### config.mk
export PLATFORM = sky130hd
export DESIGN_NAME = score_digit_ctrl
export DESIGN_NICKNAME = d
export VERILOG_FILES = /design/src/rtl/score_pkg.sv /design/src/rtl/bin2bcd_seq.sv /design/src/rtl/score_digit_ctrl.sv
export SDC_FILE = /design/constraint.sdc
export NUM_CORES = 1
export LEC_CHECK = 0
export CORE_MARGIN = 1
export CORE_UTILIZATION = 45
export CTS_CLUSTER_DIAMETER = 40
export DETAILED_ROUTE_END_ITERATION = 16
export PLACE_DENSITY = 0.68
export SYNTH_ARGS = -nofsm -noshare
export SYNTH_HDL_FRONTEND = slang
export SYNTH_SLANG_ARGS = --single-unit
export TNS_END_PERCENT = 5
### constraint.sdc
create_clock -name clk -period 5 [get_ports clk]
set_input_delay 1 -clock clk [delete_from_list [all_inputs] [get_ports clk]]
set_output_delay 1 -clock clk [all_outputs]
set_load 0.1 [all_outputs]
### src/rtl/score_pkg.sv
// Shared constants, FSM state type and clamp helper for the score display.
// Imported by bin2bcd_seq and score_digit_ctrl.
package score_pkg;

    localparam int DIGIT_W      = 30;
    localparam int DIGIT_H      = 30;
    localparam int GLYPH_PIXELS = 900;
    localparam int NUM_DIGITS   = 6;
    localparam int SHIFT_CYCLES = 20;

    localparam logic [19:0] MAX_SCORE = 20'd999999;

    typedef enum logic [1:0] {
        IDLE  = 2'd0,
        SHIFT = 2'd1,
        DONE  = 2'd2
    } state_t;

    function automatic logic [19:0] clamp_score(input logic [19:0] v);
        return (v > MAX_SCORE) ? MAX_SCORE : v;
    endfunction

endpackage

### src/rtl/bin2bcd_seq.sv
// Multi-cycle binary to BCD converter (shift-add-3), 20 SHIFT + 1 DONE.
// Ports: clk, reset (async high), i_start, i_bin[19:0] -> o_busy, o_done, o_bcd[23:0].
// A start is accepted in IDLE or DONE; the input is clamped to 999999.
module bin2bcd_seq
    import score_pkg::*;
(
    input  logic        clk,
    input  logic        reset,
    input  logic        i_start,
    input  logic [19:0] i_bin,
    output logic        o_busy,
    output logic        o_done,
    output logic [23:0] o_bcd
);

    state_t      r_state;
    state_t      w_state_nxt;
    logic [43:0] r_sr;
    logic [43:0] w_sr_nxt;
    logic [4:0]  r_cnt;
    logic [4:0]  w_cnt_nxt;
    logic [23:0] w_adj;

    // BCD part lives in r_sr[43:20], unconverted binary in r_sr[19:0].
    always_comb begin
        w_adj = r_sr[43:20];
        for (int i = 0; i < NUM_DIGITS; i++) begin
            if (r_sr[20 + 4*i +: 4] >= 4'd5) begin
                w_adj[4*i +: 4] = r_sr[20 + 4*i +: 4] + 4'd3;
            end
        end
    end

    always_ff @(posedge clk or posedge reset) begin
        if (reset) begin
            r_state <= IDLE;
            r_sr    <= '0;
            r_cnt   <= '0;
        end else begin
            r_state <= w_state_nxt;
            r_sr    <= w_sr_nxt;
            r_cnt   <= w_cnt_nxt;
        end
    end

    always_comb begin
        w_state_nxt = r_state;
        w_sr_nxt    = r_sr;
        w_cnt_nxt   = r_cnt;
        unique case (r_state)
            IDLE: begin
                if (i_start) begin
                    w_state_nxt = SHIFT;
                    w_sr_nxt    = {24'd0, clamp_score(i_bin)};
                    w_cnt_nxt   = '0;
                end
            end
            SHIFT: begin
                w_sr_nxt  = {w_adj, r_sr[19:0]} << 1;
                w_cnt_nxt = r_cnt + 5'd1;
                if (r_cnt == 5'(SHIFT_CYCLES - 1)) begin
                    w_state_nxt = DONE;
                end
            end
            DONE: begin
                if (i_start) begin
                    w_state_nxt = SHIFT;
                    w_sr_nxt    = {24'd0, clamp_score(i_bin)};
                    w_cnt_nxt   = '0;
                end else begin
                    w_state_nxt = IDLE;
                end
            end
            default: begin
                w_state_nxt = IDLE;
            end
        endcase
    end

    assign o_busy = (r_state != IDLE);
    assign o_done = (r_state == DONE);
    assign o_bcd  = r_sr[43:20];

endmodule

### src/rtl/score_digit_ctrl.sv
// Score display sequencer: BCD conversion with pending load, shadow/frame
// double buffer, and VGA pixel decode to place select + glyph address.
// Ports: clk, reset, score, score_valid, frame_start, px, py -> busy,
// digit_sel[5:0], glyph_addr[12:0], d_ones..d_hthousands.
// Optional macro SCORE_LZB_EN enables leading-zero blanking of digit_sel.
module score_digit_ctrl
    import score_pkg::*;
#(
    parameter logic [9:0] X0 = 10'd200,
    parameter logic [8:0] Y0 = 9'd20
) (
    input  logic        clk,
    input  logic        reset,
    input  logic [19:0] score,
    input  logic        score_valid,
    input  logic        frame_start,
    input  logic [9:0]  px,
    input  logic [8:0]  py,
    output logic        busy,
    output logic [5:0]  digit_sel,
    output logic [12:0] glyph_addr,
    output logic [3:0]  d_ones,
    output logic [3:0]  d_tens,
    output logic [3:0]  d_hundreds,
    output logic [3:0]  d_thousands,
    output logic [3:0]  d_tthousands,
    output logic [3:0]  d_hthousands
);

    localparam logic [9:0] W = 10'(DIGIT_W);
    localparam logic [8:0] H = 9'(DIGIT_H);

    logic        w_busy;
    logic        w_done;
    logic [23:0] w_bcd;
    logic        w_start;
    logic [19:0] w_start_val;

    logic        r_pend_v;
    logic [19:0] r_pend;
    logic [23:0] r_shadow;
    logic [23:0] r_disp;

    // A strobe during DONE starts directly: same result as pending
    // being written and consumed, and keeps busy continuous.
    assign w_start     = (!w_busy || w_done) && (score_valid || r_pend_v);
    assign w_start_val = score_valid ? score : r_pend;

    bin2bcd_seq u_conv (
        .clk     (clk),
        .reset   (reset),
        .i_start (w_start),
        .i_bin   (w_start_val),
        .o_busy  (w_busy),
        .o_done  (w_done),
        .o_bcd   (w_bcd)
    );

    always_ff @(posedge clk or posedge reset) begin
        if (reset) begin
            r_pend_v <= 1'b0;
            r_pend   <= '0;
            r_shadow <= '0;
            r_disp   <= '0;
        end else begin
            if (w_start) begin
                r_pend_v <= 1'b0;
            end else if (score_valid) begin
                r_pend_v <= 1'b1;
                r_pend   <= clamp_score(score);
            end
            if (w_done) begin
                r_shadow <= w_bcd;
            end
            // Old shadow is copied when swap and DONE coincide.
            if (frame_start) begin
                r_disp <= r_shadow;
            end
        end
    end

    logic        w_in;
    logic [9:0]  w_dx;
    logic [8:0]  w_dy;
    logic [2:0]  w_pos;
    logic [9:0]  w_col;
    logic [5:0]  w_sel;
    logic [5:0]  w_mask;
    logic [12:0] w_addr;

    assign w_in = (px >= X0) && (px < X0 + 10'd180) &&
                  (py >= Y0) && (py < Y0 + H);
    assign w_dx = px - X0;
    assign w_dy = py - Y0;

    // Constant compare chain replaces divide/mod by 30.
    always_comb begin
        w_pos = 3'd0;
        w_col = w_dx;
        if (w_dx >= 5*W) begin
            w_pos = 3'd5;
            w_col = w_dx - 5*W;
        end else if (w_dx >= 4*W) begin
            w_pos = 3'd4;
            w_col = w_dx - 4*W;
        end else if (w_dx >= 3*W) begin
            w_pos = 3'd3;
            w_col = w_dx - 3*W;
        end else if (w_dx >= 2*W) begin
            w_pos = 3'd2;
            w_col = w_dx - 2*W;
        end else if (w_dx >= W) begin
            w_pos = 3'd1;
            w_col = w_dx - W;
        end
    end

    // Position 0 is the leftmost place (hundred-thousands, bit 5).
    assign w_sel = 6'b100000 >> w_pos;

    // row*30 = row*32 - row*2
    assign w_addr = ({4'd0, w_dy} << 5) - ({4'd0, w_dy} << 1) +
                    {3'd0, w_col};

`ifdef SCORE_LZB_EN
    // Bit k stays enabled when any displayed digit at k or above is non-zero.
    always_comb begin
        logic w_nz;
        w_nz      = 1'b0;
        w_mask    = 6'b000001;
        for (int k = NUM_DIGITS - 1; k >= 1; k--) begin
            w_nz      = w_nz | (|r_disp[4*k +: 4]);
            w_mask[k] = w_nz;
        end
    end
`else
    assign w_mask = 6'b111111;
`endif

    logic [5:0]  r_sel;
    logic [12:0] r_addr;

    always_ff @(posedge clk or posedge reset) begin
        if (reset) begin
            r_sel  <= '0;
            r_addr <= '0;
        end else if (w_in) begin
            r_sel  <= w_sel & w_mask;
            r_addr <= w_addr;
        end else begin
            r_sel  <= '0;
            r_addr <= '0;
        end
    end

    assign busy         = w_busy;
    assign digit_sel    = r_sel;
    assign glyph_addr   = r_addr;
    assign d_ones       = r_disp[3:0];
    assign d_tens       = r_disp[7:4];
    assign d_hundreds   = r_disp[11:8];
    assign d_thousands  = r_disp[15:12];
    assign d_tthousands = r_disp[19:16];
    assign d_hthousands = r_disp[23:20];

endmodule

==> qor_table.md <==
| Quantity | Reported |
|:---|:---|
| Run status | finished, final reports clean |
| Die Y-Extent | 136 µm |
| Fill cell count | 1,512 |
| Sequential share of the synthesized area | 43.1% |
| Number of vias in the routed layout | 6,688 |
| Number of global-route vias before repair | 6,511 |
| Main flop type after synthesis | dfrtp_1 |
| Number of CTS-inserted buffers | 17 |
| Skew-Pair Late Insertion Delay | 0.42 ns |
| Post-synth EDFFs | 0 |
| Synthesized area per cell | 9.91 µm² |
| Switching power total | 0.00186 W |
| Worst setup slack for register-to-register paths | 2.54 ns |
| Max VDD drop | 0.416 mV |
| Clock buffer depth | 2 |
| Remaining number of nets flagged by the antenna check after routing | 0 |
| Power per standard cell area | 467 nW/µm² |
| Final net count | 1,060 |
| Synthesized Nets | 900 |
| Kind of critical path | input pin to flip-flop |
| Crit path from | px[5] |
| Yosys warning total | 0 |
| Final Cell Area | 10,400 µm² |
| H-tree levels | 4 |
| Internal | 0.00302 W |
| Number of inserted diodes | 0 |
| Power share of the clock group | 25.0% |
| Netlist Area Pre-Place | 8060 µm² |
| Core ar. | 17,400 µm² |
| Slowest-stage cell, CP | fa_1 |
| GRT Residual Overflow | 0 |
| Area delta synth->final | 29.5% |
| Maximum clock skew at final layout | 0.00572 ns |
| Total half-perimeter wirelength after legalization and detailed placement | 13,800 µm |
| # clock sinks | 139 |
| Unrepaired setup endpoints after global routing | true |
| Worst stage delay on the critical path | 0.49 ns |
| Count of placed standard cells in the final layout, fillers left out | 1,212 |
| Chain of cells forming the critical path | clkdlybuf4s50_1 > buf_4 > buf_4 > o31a_1 > o221a_2 > a22o_1 > and3_1 > buf_4 > nor3_4 > o21a_1 > o211ai_1 > fa_1 > inv_1 > ha_1 > and3_1 > a211oi_2 > a21oi_2 > mux2_2 |
| Row count | 48 |
| Drt first pass iters | 5 |
| Number of design-rule violations left by the first detailed-router iteration | 316 |
| Footprint of the flip-flops and latches | 3480 µm² |
| Startpoint of the most critical hold path | r_pend[17] |
| Hold WC Path Type | flip-flop to flip-flop |
| Overall die area | 18,500 µm² |
| Dominant cell type by count on the critical path | buf_4 |
| Combinational group share of total power | 40.0% |
| Critical Path End Type | flip-flop |
| CTS root buffer | clkbuf_16 |
| Ratio of cells with drive above 1 in the final layout | 22.6% |
| Part of the power in registers | 35.0% |
| Number of buffer and inverter instances along the worst setup path | 5 |
| Max Cap Viol | 0 |
| Kind of launch point of the worst setup path | input pin |
| Critical path data arrival time | 5.14 ns |
| Leakage power figure | 4.74 nW |
| Pre-CTS setup slack | -0.546 ns |
| Input/output buffers | 86 |
| Share of total power consumed by net switching | 38.1% |
| Area of the multi-input gates | 4320 µm² |
| DRC | 0 |
| Period utilisation layout | 96.8% |
| Final count of pins violating max slew | 0 |
| Asr flop ratio synth | 100% |
| Initial Util | 46.3% |
| Gate count after technology mapping | 814 |
| Number of unique standard cell types used by synthesis | 80 |
| Maximum number of pins on one net before global-route repair | 119 |
| Placer's final routability congestion estimate | 0.995 |
| Average wire per standard cell | 15.5 µm |
| Top achievable clock speed | 207 MHz |
| Clock transition at path regs | 0.06 ns |
| Final Hold Viols | 0 |
| Worst path setup slack after routing | 0.161 ns |
| Worst max-slew margin expressed relative to the limit | 26.7% |
| First-pass GRT wire length | 31,100 µm |
| Initial antenna violation count | 0 |
| All-Layer GR Usage | 21.4% |
| Width of the die | 136 µm |
| Data required time of the worst path | 5.30 ns |
| Number of ports placed on the die boundary | 87 |
| Clock tree from TritonCTS | built |
| Shortest period the worst path allows | 4.84 ns |
| Total placed cells including tap cells | 1,179 |
| Final-report setup violation count | 0 |
| Hold_buf cts | 0 |
| Worst-path fanout max | 15 |
| Routed wire length | 18,800 µm |
| Reg2Reg Launch Point | u_conv.r_state[0] |
| Family of cells with the greatest summed delay on the critical path | compound AO/OA/AOI/OAI gates |
| Synth Register Bits | 139 |
| Per-cell via count in the routed design | 5.52 |
| Actual transition at the worst max-transition pin | 1.10 ns |
| Instance area after placement | 9770 µm² |
==> cell type report <==
cell class,instances,area share [%]
tap,225,2.70
sequential,139,33.3
timing repair buffer,183,15.3
multi-input combinational,586,41.4
clock buffer,21,4.41
clock inverter,11,1.15
inverter,47,1.76
==> cells in the mapped netlist, types with 18 or more instances <==
master	number	area share, %
a21oi_1	56	3.5
clkbuf_1	28	1.3
dfrtp_1	139	43
ha_1	37	5.7
inv_1	45	2.1
mux2_2	53	7.4
nand2_1	62	2.9
nand3_1	30	1.9
nor2_1	69	3.2
o21ai_0	38	2.4
xnor2_1	18	2.0
==> state kept, by name, summed over array words and instances, names as in the netlist <==
name and flops:
r_pend 20, u_conv.r_cnt 5, digit_sel 6, glyph_addr 13, r_disp 24, r_shadow 24
u_conv.r_state 2, r_pend_v 1, u_conv.r_sr 44
==> cells in the final DEF (no fill, tap or decap), types with 9 or more instances in the layout <==
master           instances
mux2i_1                 10
xnor2_1                 17
o22ai_1                 17
nand3_1                 29
clkbuf_16               17
dfrtp_1                139
a21oi_1                 54
nor2b_1                  9
nand2_1                 62
buf_4                   96
nor2_1                  68
o21ai_0                 35
inv_1                   43
mux2_2                  53
ha_1                    36
nor4_1                   9
o31ai_1                 17
clkdlybuf4s50_1         84
nand2b_1                 9
xor2_1                  15
==> repair_timing <==
item | CTS | global route
pin swaps | 0 | 12
buffers inserted | 0 | 1
resized for setup | 6 | 15
setup endpoints to repair | 2 | 5
cloned | 0 | 0
==> power by group through the flow <==
stage	logic (W)	registers [W]	clock network (W)
finish	0.00195	0.00170	0.00122
global route	0.00216	0.00175	0.00129
CTS	0.00195	0.00170	0.00124
floorplan	0.00112	0.00195	0
global placement	0.00189	0.00171	0
detailed placement	0.00194	0.00172	0
==> per-stage QoR <==
stage                     setup TNS, ns  util, %  total power [W]  hold WS [ns]
final                                 0     59.9          0.00488         0.472
after global routing            -0.0606     59.9          0.00520         0.506
after CTS                             0     59.5          0.00490         0.476
after detailed placement          -2.40     56.1          0.00365         0.463
after global placement            -1.93     56.1          0.00359         0.450
after floorplan                       0        -          0.00308         0.438
==> worst paths after layout <==
check,endpoint,cells past startpoint
worst max register to register,u_conv.r_cnt[4],6
worst max-delay path,glyph_addr[12],18
worst min register to register,r_pend[17],2
min in group asynchronous,digit_sel[2],2
max in group asynchronous,r_shadow[3],3
worst min-delay path,r_pend[17],2
==> metal layers <==
layer | routed length [µm] | GRT usage (%) | vias up | part of all wire, %
met3 | 574 | 3.77 | 43 | 3.1
met4 | 518 | 9.20 | 0 | 2.8
met5 | 0 | 0 | - | 0
li1 | - | - | 3231 | -
met2 | 9390 | 36.7 | 152 | 50
met1 | 8330 | 26.5 | 3262 | 44
==> tightest hold or removal path, stage by stage, from the launching register on <==
cell,delay [ns]
dfrtp_1,0.34
nand2_1,0.05
nand2_1,0.05
==> cell families (layout without fill, tap and decap cells) <==
| group | after synthesis | in the layout | share of synthesized area [%] |
|---|---|---|---|
| compound gates | 212 | 212 | 18.2 |
| xor+xnor | 36 | 36 | 4.19 |
| fa+ha+maj | 43 | 43 | 7.23 |
| buf+inv | 89 | 262 | 4.53 |
| flops | 139 | 139 | 43.1 |
| mux | 64 | 64 | 8.81 |
| simple gates | 231 | 231 | 13.9 |
Note: power is estimated with default switching activity, not from simulation.
==> edit 1 (same flow settings) <==
Set the package constant `NUM_DIGITS` to 5 (it was 6).
--- a/src/rtl/score_pkg.sv
+++ b/src/rtl/score_pkg.sv
@@ -5,7 +5,7 @@
     localparam int DIGIT_W      = 30;
     localparam int DIGIT_H      = 30;
     localparam int GLYPH_PIXELS = 900;
-    localparam int NUM_DIGITS   = 6;
+    localparam int NUM_DIGITS   = 5;
     localparam int SHIFT_CYCLES = 20;
 
     localparam logic [19:0] MAX_SCORE = 20'd999999;
Behaviour: no difference found for any inputs over 10 cycles, from zero or initial values and one cycle with reset high; that may be too few to reach the edited logic, so the function may still have changed.
==> edit 1 against the original RTL <==
Worst setup slack improved by 0.0073 ns; highest routed layer unchanged; first-iteration DRC count rose by 16%; critical path type unchanged; clock skew rose by 0.0044 ns; total power rose by 0.42%; synthesized area fell by 4.1%; final cell count fell by 2.6%; design area fell by 1.3%; global-route usage fell by 0.19 points; sequential cell count did not move; routed wire length fell by 5.4%.
==> edit 1: results (changes against the original RTL) <==
* Top post-synthesis cells by area: dfrtp_1 45%, mux2_2 7.3%, ha_1 5.7%
* First-pass GRT wire length at 29.94 mm (-3.7%)
* Metal3 WL at 602 µm (+4.9%)
* Final period utilization at 96.64% (-0.15 points)
* All-Layer GR Usage at 21.22% (-0.19 points)
* Layout cells sized above 1 at 24.04% (+1.4 points)
* Met2 wire len at 8.748 mm (-6.8%)
* Hold_sp: r_pend[15]
* Syn_nets at 857 (-4.8%)
* DR iter-0 viols at 366 (+16%)
* Hold Slack at 0.4708 ns (-0.0009850 ns)
* DP Cell Count at 1,145 (-2.9%)
* Terminus of the critical flop-to-flop path: u_conv.r_sr[17]
* Routed vias at 6,384 (-4.5%)
* Number of global-route vias before repair at 6,156 (-5.5%)
* Peak VDD IR at 0.2633 mV (-37%)
* Vias per inst at 5.406 (-2.0%)
* Slew margin rel. at 25.92% (-0.82 points)
* Post-DP HPWL at 12.63 mm (-8.5%)
* Status: finished, final reports clean
* Max FO, Critical Path at 8 (-7)
* Register area share after synthesis at 44.96% (+1.8 points)
* Pre-CTS setup slack at -0.6507 ns (-0.1049 ns)
* WHS Endpoint: r_pend[15]
* Worst setup path start: px[3]
* Pleak at 4.793 nW (+1.0%)
* Largest net degree at the start of global routing at 111 (-6.7%)
* Most frequent cells after synthesis: 139 x dfrtp_1, 63 x nand2_1, 62 x nor2_1
* Critical path data arrival time at 5.12 ns (-0.02 ns)
* Nets@finish at 1,033 (-2.5%)
* Met1 WL at 8.138 mm (-2.3%)
* Synth Area per Inst at 10.01 µm² (+1.0%)
* Mux contribution to synthesized area at 9.866% (+1.1 points)
* Post-Synth Adder-Cell Area at 7.213% (-0.018 points)
* Netlist cell types at 65 (-19%)
* Synth top area share at 44.96% (+1.8 points)
* WL/cell at 15.07 µm (-2.9%)
[edit 1: worst max-delay path, cell delays in order]
cell and delay (ns):
clkdlybuf4s50_1 0.47, inv_1 0.07, ha_2 0.22, buf_4 0.17
xnor2_1 0.17, nor3b_1 0.09, nor4_2 0.24, and3_4 0.28
o21ai_4 0.08, o2111a_1 0.25, a211oi_2 0.21, xor2_1 0.11
fa_1 0.48, inv_1 0.04, ha_1 0.22, a21oi_2 0.15
o21ai_0 0.12, a31oi_2 0.25, nand2b_1 0.09, a21oi_1 0.17
xor2_1 0.17, nor2_1 0.05
[edit 1: routing by layer]
| layer | vias to the layer above | global-route usage [%] |
|---|---|---|
| met4 | 0 | 7.576 |
| met1 | 3132 | 28.42 |
| met5 | - | 0 |
| met3 | 28 | 3.729 |
| li1 | 3093 | - |
| met2 | 131 | 34.70 |
[edit 1: power by group]
group / switching, mW / leakage (nW) / internal [mW]
clock: 0.490 / 0.297 / 0.798
sequential: 0.243 / 1.80 / 1.45
combinational: 1.10 / 2.70 / 0.821
total: 1.83 / 4.79 / 3.07
[edit 1: cells by family after synthesis]
family / count (synthesis)
muxes: 70
and+or+nand+nor: 225
buffers and inverters: 85
AOI/OAI and AO/OA: 182
xor gates and xnor gates: 31
adders and majority gates: 41
DFF: 139
[edit 1: area by class of cell]
type	instances	area [µm²]
Multi-Input combinational cell	549	4089
Clock buffer	18	439.2
Clock inverter	13	165.2
Sequential cell	139	3478
Tap cell	220	275.3
Fill cell	1385	6399
Inverter	49	188.9
Timing Repair Buffer	193	1667
[edit 1: timing repair]
action                                  in CTS  in global routing
endpoints found under the hold margin        0                  0
pin swaps                                    5                 10
endpoints found under the setup margin       5                  6
buffers inserted                             1                  4
gates resized for setup                     13                 27
==> edit 2 (same settings) <==
Made on the original files. The 3 states of `state_t` get a one-hot encoding in 3 bits.
--- a/src/rtl/score_pkg.sv
+++ b/src/rtl/score_pkg.sv
@@ -10,10 +10,10 @@
 
     localparam logic [19:0] MAX_SCORE = 20'd999999;
 
-    typedef enum logic [1:0] {
-        IDLE  = 2'd0,
-        SHIFT = 2'd1,
-        DONE  = 2'd2
+    typedef enum logic [2:0] {
+        IDLE  = 3'b001,
+        SHIFT = 3'b010,
+        DONE  = 3'b100
     } state_t;
 
     function automatic logic [19:0] clamp_score(input logic [19:0] v);
Check against the original RTL: same outputs for any inputs over 10 cycles, from zero or initial values and one cycle with reset high; not proved beyond that.
==> edit 2 against the original RTL <==
Combinational power is 23% lower; sequential cell count increased by 1; design area is 1.1% higher; count of clock-buffer cells in the layout shrank 3; synthesized cell count decreased by 5.2%; synthesized area decreased by 2.7%; worst setup slack improved by 0.0057 ns; highest routed layer unchanged; final cell count down 2.4%; total power decreased by 12%; critical path depth grew 2; routed wire length is 7.7% higher.
==> edit 2: results (changes against the original RTL) <==
* Pleak at 4.843 nW (+2.1%)
* R2r worst-path depth at 7 (+1)
* All-Layer GR Usage at 23.88% (+2.5 points)
* Syn Inst Count at 772 (-5.2%)
* Clk slew on worst S/H paths at 0.06 ns (about the same)
* Largest registers: u_conv.r_sr: 44 flops, r_disp: 24 flops, r_shadow: 24 flops
* Most frequent cells after synthesis: 139 x dfrtp_1, 57 x mux2_2, 49 x inv_1, 49 x nor2_1
* Worst Hold Class: flip-flop to flip-flop
* Nets@finish at 1,039 (-2.0%)
* RePlAce Congestion at 0.9152 (-8.1%)
* Clock Tree Buf Depth at 2 (unchanged)
* Hold_sp: r_pend[17]
* N_diodes at 0 (unchanged)
* Number of global-route vias before repair at 6,879 (+5.7%)
* Netlist cell types at 65 (-19%)
* Terminus of the critical flop-to-flop path: u_conv.r_sr[9]
* Layout cells sized above 1 at 25.34% (+2.7 points)
* Post-DP HPWL at 15.01 mm (+8.7%)
* First-pass GRT wire length at 33.75 mm (+8.5%)
* CTS Buf Count at 17 (unchanged)
* Routed vias at 6,679 (-0.13%)
* Async SR Flop Fraction at 100.0% (unchanged)
* GR Overflow Total at 0 (unchanged)
* Yosys warnings at 0 (unchanged)
* DR iter-0 viols at 488 (+54%)
* Reg2reg setup slack at 2.41 ns (-0.13 ns)
* Largest net degree at the start of global routing at 89 (-25%)
* Top post-synthesis cells by area: dfrtp_1 44%, mux2_2 8.2%, ha_1 5.9%
* Slew margin rel. at 25.29% (-1.5 points)
* Status: finished, final reports clean
* Peak VDD IR at 0.2997 mV (-28%)
* Critical path data arrival time at 5.14 ns (about the same)
* Hold depth at 2 (unchanged)
* Max FO, Critical Path at 7 (-8)
* Register area share after synthesis at 44.67% (+1.5 points)
* WHS Endpoint: r_pend[17]
* # fillers at 1,362 (-9.9%)
* Worst skew pair latency at 0.41 ns
* Reg2reg start: u_conv.r_state[0]
* DP Cell Count at 1,150 (-2.5%)
* CTS H-tree depth at 4 (unchanged)
* Syn_nets at 858 (-4.7%)
* First drt pass iteration count at 5 (unchanged)
* Vias per inst at 5.646 (+2.3%)
* Final Skew at 0.008694 ns (+0.002970 ns)
* Initial antenna violation count at 0 (unchanged)
* Routed wire length at 20.26 mm (+7.7%)
[edit 2: layout make-up]
cell class	count	share of cell area, %
clock buffers	18	4.067
clock inverters	11	1.613
inverters	49	1.791
multi-input cells	545	40.14
flip-flops and latches	140	33.21
well taps	220	2.609
repair buffers	200	16.57
[edit 2: timing repair]
action | CTS | global route
endpoints found under the setup margin | 4 | 6
hold endpoints to repair | 0 | 0
gates cloned | 0 | 1
resized for setup | 15 | 28
pin swaps | 7 | 17
setup buffers | 1 | 2
[edit 2: worst max-delay path by stage]
stage | from | to | cells past startpoint
after detailed placement | px[4] | glyph_addr[11] | 20
after floorplan | px[3] | glyph_addr[12] | 20
final | px[4] | glyph_addr[12] | 20
after global routing | px[4] | glyph_addr[11] | 21
after global placement | px[2] | glyph_addr[12] | 16
after CTS | px[3] | glyph_addr[12] | 20
[edit 2: cells by family (layout without fill, tap and decap cells)]
group	count (synthesis)	in the layout	share of synthesized area, %
AOI/OAI and AO/OA	186	186	15.98
adders and majority gates	43	43	7.432
buffers and inverters	87	278	4.466
and+or+nand+nor	208	208	13.32
muxes	73	73	10.22
DFF	140	140	44.67
xor gates and xnor gates	35	35	3.907
[edit 2: per-stage QoR]
step                hold slack, ns  instance area [µm²]  util (%)  power [mW]  worst slack [ns]
floorplan                   0.4450                 7914         -       2.426           0.03122
global placement            0.4582                 9747     57.95       2.885           -0.5965
detailed placement          0.4621                 9747     57.95       2.945           -0.6135
CTS                         0.4761                10410     61.92       4.264          0.001853
global route                0.5058                10550     62.74       4.535         0.0007097
finish                      0.4747                10550     62.74       4.277            0.1662
[edit 2: where the power goes]
group	switching (mW)	internal (mW)	total [mW]
Sequential	0.142	1.34	1.48
Combinational	0.834	0.664	1.50
Clock	0.469	0.826	1.29
[edit 2: per-layer routing]
metal	track usage, %	up-vias	wire (µm)
met3	3.137	48	708
met4	9.738	0	570
met2	43.81	205	10600
met5	0	-	0
met1	28.03	3286	8383
li1	-	3140	-
[edit 2: worst max-delay path: stages]
cell and delay (ns):
clkdlybuf4s15_1 0.22, inv_1 0.09, ha_4 0.20, buf_12 0.14
nor2b_1 0.14, nand3_1 0.12, nand3_2 0.11, or4_4 0.60
mux2_4 0.29, o21ai_2 0.08, a2111oi_4 0.10, ha_1 0.33
ha_1 0.31, a21o_1 0.20, a21oi_2 0.16, o21ai_1 0.09
a211o_1 0.32, a211oi_2 0.22, a21oi_1 0.11, mux2_2 0.27
